### src/rtl/stack_pkg.sv
`default_nettype none
// ============================================================================
//  Module      : stack_pkg
//  Description : Shared op encodings, FSM state type and default widths for
//                the stack memory controller.
//  Revision    : 1.0 - initial release
// ============================================================================
package stack_pkg;

    localparam int DEFAULT_DATA_WIDTH = 32;
    localparam int DEFAULT_ADDR_WIDTH = 10;

    localparam logic [1:0] OP_PUSH  = 2'b00;
    localparam logic [1:0] OP_POP   = 2'b01;
    localparam logic [1:0] OP_PEEK  = 2'b10;
    localparam logic [1:0] OP_CLEAR = 2'b11;

    typedef enum logic [2:0] {
        IDLE    = 3'd0,
        WR      = 3'd1,
        RD      = 3'd2,
        RD_WAIT = 3'd3,
        RESP    = 3'd4
    } state_t;

endpackage
`default_nettype wire

### src/rtl/stack_ptr.sv
`default_nettype none
// ============================================================================
//  Module      : stack_ptr
//  Description : Stack occupancy counter with increment, decrement and clear,
//                plus combinational full/empty flags.
//  Revision    : 1.0 - initial release
// ============================================================================
module stack_ptr #(
    parameter int ADDR_WIDTH = 10,
    parameter int DEPTH      = 1024
) (
    input  logic                  clk,
    input  logic                  rst,
    input  logic                  i_inc,
    input  logic                  i_dec,
    input  logic                  i_clr,
    output logic [ADDR_WIDTH:0]   o_count,
    output logic                  o_full,
    output logic                  o_empty
);

    localparam logic [ADDR_WIDTH:0] c_DEPTH = (ADDR_WIDTH + 1)'(DEPTH);
    localparam logic [ADDR_WIDTH:0] c_ONE   = (ADDR_WIDTH + 1)'(1);

    logic [ADDR_WIDTH:0] r_count;

    // Reset wins over a same-edge increment so an aborted write is never counted
    always_ff @(posedge clk) begin
        if (rst) begin
            r_count <= '0;
        end else if (i_clr) begin
            r_count <= '0;
        end else if (i_inc) begin
            r_count <= r_count + c_ONE;
        end else if (i_dec) begin
            r_count <= r_count - c_ONE;
        end
    end

    assign o_count = r_count;
    assign o_full  = (r_count == c_DEPTH);
    assign o_empty = (r_count == '0);

endmodule
`default_nettype wire

### src/rtl/stack_mem_ctrl.sv
`default_nettype none
// ============================================================================
//  Module      : stack_mem_ctrl
//  Description : Sequences push/pop/peek/clear commands into SRAM strobes,
//                tracks the stack pointer and returns a one-cycle response.
//  Revision    : 1.0 - initial release
// ============================================================================
module stack_mem_ctrl
    import stack_pkg::*;
#(
    parameter int DATA_WIDTH = DEFAULT_DATA_WIDTH,
    parameter int ADDR_WIDTH = DEFAULT_ADDR_WIDTH,
    parameter int DEPTH      = 1024
) (
    input  logic                  clk,
    input  logic                  reset,
    input  logic                  cmd_valid,
    input  logic [1:0]            cmd_op,
    input  logic [DATA_WIDTH-1:0] cmd_data,
    output logic                  cmd_ready,
    output logic                  rsp_valid,
    output logic [DATA_WIDTH-1:0] rsp_data,
    output logic                  rsp_err,
    output logic [ADDR_WIDTH:0]   count,
    output logic                  full,
    output logic                  empty,
    output logic                  CE,
    output logic                  OE,
    output logic                  WE,
    output logic [ADDR_WIDTH-1:0] address,
    output logic [DATA_WIDTH-1:0] input_data,
    input  logic [DATA_WIDTH-1:0] stackData
);

    state_t                r_state;
    state_t                w_state_nxt;
    logic [1:0]            r_op;
    logic                  w_accept;
    logic                  w_err;
    logic                  w_inc;
    logic                  w_dec;
    logic                  w_clr;
    logic                  r_ce;
    logic                  r_oe;
    logic                  r_we;
    logic [ADDR_WIDTH-1:0] r_address;
    logic [DATA_WIDTH-1:0] r_input_data;
    logic                  r_rsp_err;
    logic [DATA_WIDTH-1:0] r_rsp_data;
    logic [ADDR_WIDTH-1:0] w_top_addr;

    stack_ptr #(
        .ADDR_WIDTH (ADDR_WIDTH),
        .DEPTH      (DEPTH)
    ) u_stack_ptr (
        .clk     (clk),
        .rst     (reset),
        .i_inc   (w_inc),
        .i_dec   (w_dec),
        .i_clr   (w_clr),
        .o_count (count),
        .o_full  (full),
        .o_empty (empty)
    );

    assign w_accept   = cmd_valid && (r_state == IDLE);
    assign w_top_addr = count[ADDR_WIDTH-1:0] - ADDR_WIDTH'(1);

    always_ff @(posedge clk) begin
        if (reset) begin
            r_state <= IDLE;
        end else begin
            r_state <= w_state_nxt;
        end
    end

    always_comb begin
        w_state_nxt = r_state;
        w_err       = 1'b0;
        w_inc       = 1'b0;
        w_dec       = 1'b0;
        w_clr       = 1'b0;
        case (r_state)
            IDLE: begin
                if (cmd_valid) begin
                    case (cmd_op)
                        OP_PUSH: begin
                            w_err       = full;
                            w_state_nxt = full ? RESP : WR;
                        end
                        OP_POP, OP_PEEK: begin
                            w_err       = empty;
                            w_state_nxt = empty ? RESP : RD;
                        end
                        default: begin
                            w_clr       = 1'b1;
                            w_state_nxt = RESP;
                        end
                    endcase
                end
            end
            WR: begin
                w_inc       = 1'b1;
                w_state_nxt = RESP;
            end
            RD: begin
                w_dec       = (r_op == OP_POP);
                w_state_nxt = RD_WAIT;
            end
            RD_WAIT: w_state_nxt = RESP;
            RESP:    w_state_nxt = IDLE;
            default: w_state_nxt = IDLE;
        endcase
    end

    // Strobes are registered from the next state so they are glitch-free
    // during WR/RD and drop on the same edge a reset lands.
    always_ff @(posedge clk) begin
        if (reset) begin
            r_op         <= OP_PUSH;
            r_ce         <= 1'b1;
            r_oe         <= 1'b1;
            r_we         <= 1'b0;
            r_address    <= '0;
            r_input_data <= '0;
            r_rsp_err    <= 1'b0;
            r_rsp_data   <= '0;
        end else begin
            r_ce <= !((w_state_nxt == WR) || (w_state_nxt == RD));
            r_oe <= !(w_state_nxt == RD);
            r_we <= (w_state_nxt == WR);
            if (w_accept) begin
                r_op       <= cmd_op;
                r_rsp_err  <= w_err;
                r_rsp_data <= '0;
                if (w_state_nxt == WR) begin
                    r_address    <= count[ADDR_WIDTH-1:0];
                    r_input_data <= cmd_data;
                end else if (w_state_nxt == RD) begin
                    r_address <= w_top_addr;
                end
            end
            if (r_state == RD_WAIT) begin
                r_rsp_data <= stackData;
            end
        end
    end

    assign cmd_ready  = (r_state == IDLE);
    assign rsp_valid  = (r_state == RESP);
    assign rsp_err    = r_rsp_err;
    assign rsp_data   = r_rsp_data;
    assign CE         = r_ce;
    assign OE         = r_oe;
    assign WE         = r_we;
    assign address    = r_address;
    assign input_data = r_input_data;

endmodule
`default_nettype wire

### config.mk
export PLATFORM = sky130hd
export DESIGN_NAME = stack_mem_ctrl
export DESIGN_NICKNAME = d
export VERILOG_FILES = /design/src/rtl/stack_pkg.sv /design/src/rtl/stack_ptr.sv /design/src/rtl/stack_mem_ctrl.sv
export SDC_FILE = /design/constraint.sdc
export NUM_CORES = 1
export LEC_CHECK = 0
export CAP_MARGIN = 40
export CORE_ASPECT_RATIO = 1.5
export CORE_MARGIN = 2
export CORE_UTILIZATION = 44
export DETAILED_ROUTE_END_ITERATION = 16
export PLACE_DENSITY = 0.77
export SLEW_MARGIN = 15
export SYNTH_ARGS = -nofsm -noshare
export SYNTH_HDL_FRONTEND = slang
export SYNTH_SLANG_ARGS = --single-unit
### constraint.sdc
create_clock -name clk -period 3.7 [get_ports clk]
set_clock_uncertainty 0.15 [all_clocks]
set_input_delay 0.37 -clock clk [delete_from_list [all_inputs] [get_ports clk]]
set_output_delay 0.37 -clock clk [all_outputs]
set_load 0.01 [all_outputs]
==> reports/qor.yml <==
critPathArrivalTime_ns: 3.01
finalCriticalPeriod_ns: 3.53
gp_congestion: 0.836
grt_max_degree: 45
setup_viol: 0
post_cts_buffers: 0
rows: 43
io_pins: 162
power_density_nw_per_um2: 474
yosysTopAreaCell: "dfxtp_1"
period_share_pct: 95.3
required_ns: 3.18
synthFlopType: "dfxtp_1"
end_kind: "primary output"
drive_gt1_share_pct: 5.36
outcome: "complete, no violations"
layout_commonest_cell: "clkdlybuf4s50_1"
cap_violations: 0
async_flop_share_pct: 0
ys.warnings.count: 0
drcViolationCount: 0
cts.clk_slew.worst_paths_ns: 0.07
final_cells: 784
root_buffer: "clkbuf_16"
leakage_nw: 2.19
grt_setup_unrepaired: "false"
postLayoutCellArea_um2: 6190
synth_seq_cells: 94
fp.coreArea_um2: 9310
drtAntennaViolNets: 0
finalNetCount: 750
grt_pass1_vias: 4086
cp-start-kind: "register"
avgSynthCellArea_um2: 8.13
fin_tns_setup_ns: 0
path_class: "reg -> out"
fin_util_pct: 66.5
final_cell_mix: "clkdlybuf4s50_1, nand2_1, dfxtp_1"
finalMaxSlewViolations: 0
gr-usage-all-layers_pct: 23.8
fmax_ghz: 0.284
clockBufferDepth: 2
total_power_mw: 2.94
place_area_um2: 5890
ys_seq_area_share_pct: 44.4
cts_max_level: 3
netlist.area_leader.share_pct: 44.4
numPortBuffers: 161
die_x_um: 84.1
insertedDiodeCount: 0
routedWlPerCell_um: 16.2
worst_pin_slew_ns: 0.800
die_h_um: 124
drt_iter0_markers: 226
crit_fanout: 8
grt.overflow.total: 0
ys_types: 54
synth.area.top_cells: "dfxtp_1, nand2_1, a21oi_1"
synth_edf_count: 0
via_per_inst: 5.44
numCtsBuffers: 9
die-area_um2: 10400
hold_class: "reg -> reg"
synthCells: 521
post_cts_resized: 0
grt_pass1_wl_um: 20000
cts.sinks: 94
cts_tree: "done"
slew_headroom_pct: 46.2
dp_hpwl_um: 9080
hold_buffers: 0
num_vias: 4263
totalWireLength_um: 12700
ir_worst_vdd_uv: 424
clock_latency_ns: 0.35
antenna_found_initial: 0
drtPass1Iterations: 4
area_growth_pct: 46.1
dp.cells: 767
initial_core_util_pct: 45.5
hold_viol: 0
synth_nets: 604
netlist_area_um2: 4240
-- routing by layer --
layer	up-vias	GRT usage, %	wire [µm]
met5	-	0	0
met4	0	10.7	412
met3	27	4.44	528
met2	121	43.1	6840
met1	2012	27.2	4950
li1	2103	-	-
-- cell families after synthesis --
| group | after synthesis | synth area share, % |
|---|---|---|
| AND/OR/NAND/NOR | 221 | 24.8 |
| AO/OA/AOI/OAI | 133 | 18.3 |
| flip-flops | 94 | 44.4 |
| buffers and inverters | 44 | 4.75 |
| adder cells (fa/ha/maj) | 14 | 4.31 |
| multiplexers | 9 | 2.13 |
| XOR/XNOR | 6 | 1.24 |
-- cell usage after synthesis, types with 2 or more instances --
cell type	count
nand2_1	108
dfxtp_1	94
a21oi_1	79
nand3_1	41
nor2_1	27
clkbuf_1	20
o21ai_0	15
ha_1	13
inv_1	10
mux2i_1	9
nor3_1	9
a211oi_1	5
buf_2	5
nand2b_1	5
nor4_1	5
o22ai_1	5
a21o_1	4
a31oi_1	4
buf_4	4
buf_1	3
nand3b_1	3
nor3b_1	3
o21a_1	3
o31ai_1	3
or4_1	3
xnor2_1	3
xor2_1	3
a21boi_0	2
a311oi_1	2
buf_6	2
nand4b_1	2
nor2b_1	2
nor4b_2	2
o21bai_1	2
or3_1	2
-- worst paths after layout --
path                     startpoint             to  slack [ns]  cells after the start
max          u_stack_ptr.o_count[0]          empty        0.17                      5
min reg2reg           input_data[0]  input_data[0]        0.31                      2
min                   input_data[0]  input_data[0]        0.31                      2
max reg2reg  u_stack_ptr.o_count[0]     address[5]        0.34                      8
-- cell type report --
cell class | count | area [µm²]
timing repair buffer | 168 | 1670
multi-input combinational | 384 | 2160
sequential | 94 | 1880
clock buffer | 9 | 225
tap | 112 | 140
fill | 811 | 3110
clock inverter | 7 | 72.6
inverter | 10 | 37.5
-- registers in the layout, summed over array words and instances, names as in the netlist --
| name | count |
|---|---|
| address | 10 |
| input_data | 32 |
| OE | 1 |
| r_op | 2 |
| rsp_data | 32 |
| rsp_err | 1 |
| r_state | 3 |
| u_stack_ptr.o_count | 11 |
| WE | 1 |
| CE | 1 |
-- worst max-delay path: stages, from the launching register on --
cell,delay [ns]
dfxtp_1,0.38
inv_1,0.15
ha_1,0.23
or4b_1,0.62
nor4_1,0.59
clkdlybuf4s50_1,0.68
-- where the power goes --
part / switching (mW) / leakage (nW) / internal, mW
Sequential: 0.0587 / 0.760 / 1.07
Combinational: 0.478 / 1.29 / 0.393
Clock: 0.407 / 0.142 / 0.525
-- stage by stage --
step / setup WS [ns] / hold WS [ns]
after floorplan: 0.720 / 0.295
after global placement: 0.329 / 0.290
after detailed placement: 0.248 / 0.297
after CTS: 0.211 / 0.307
after global routing: 0.00608 / 0.330
final: 0.175 / 0.306
(Power assumes the default switching activity.)
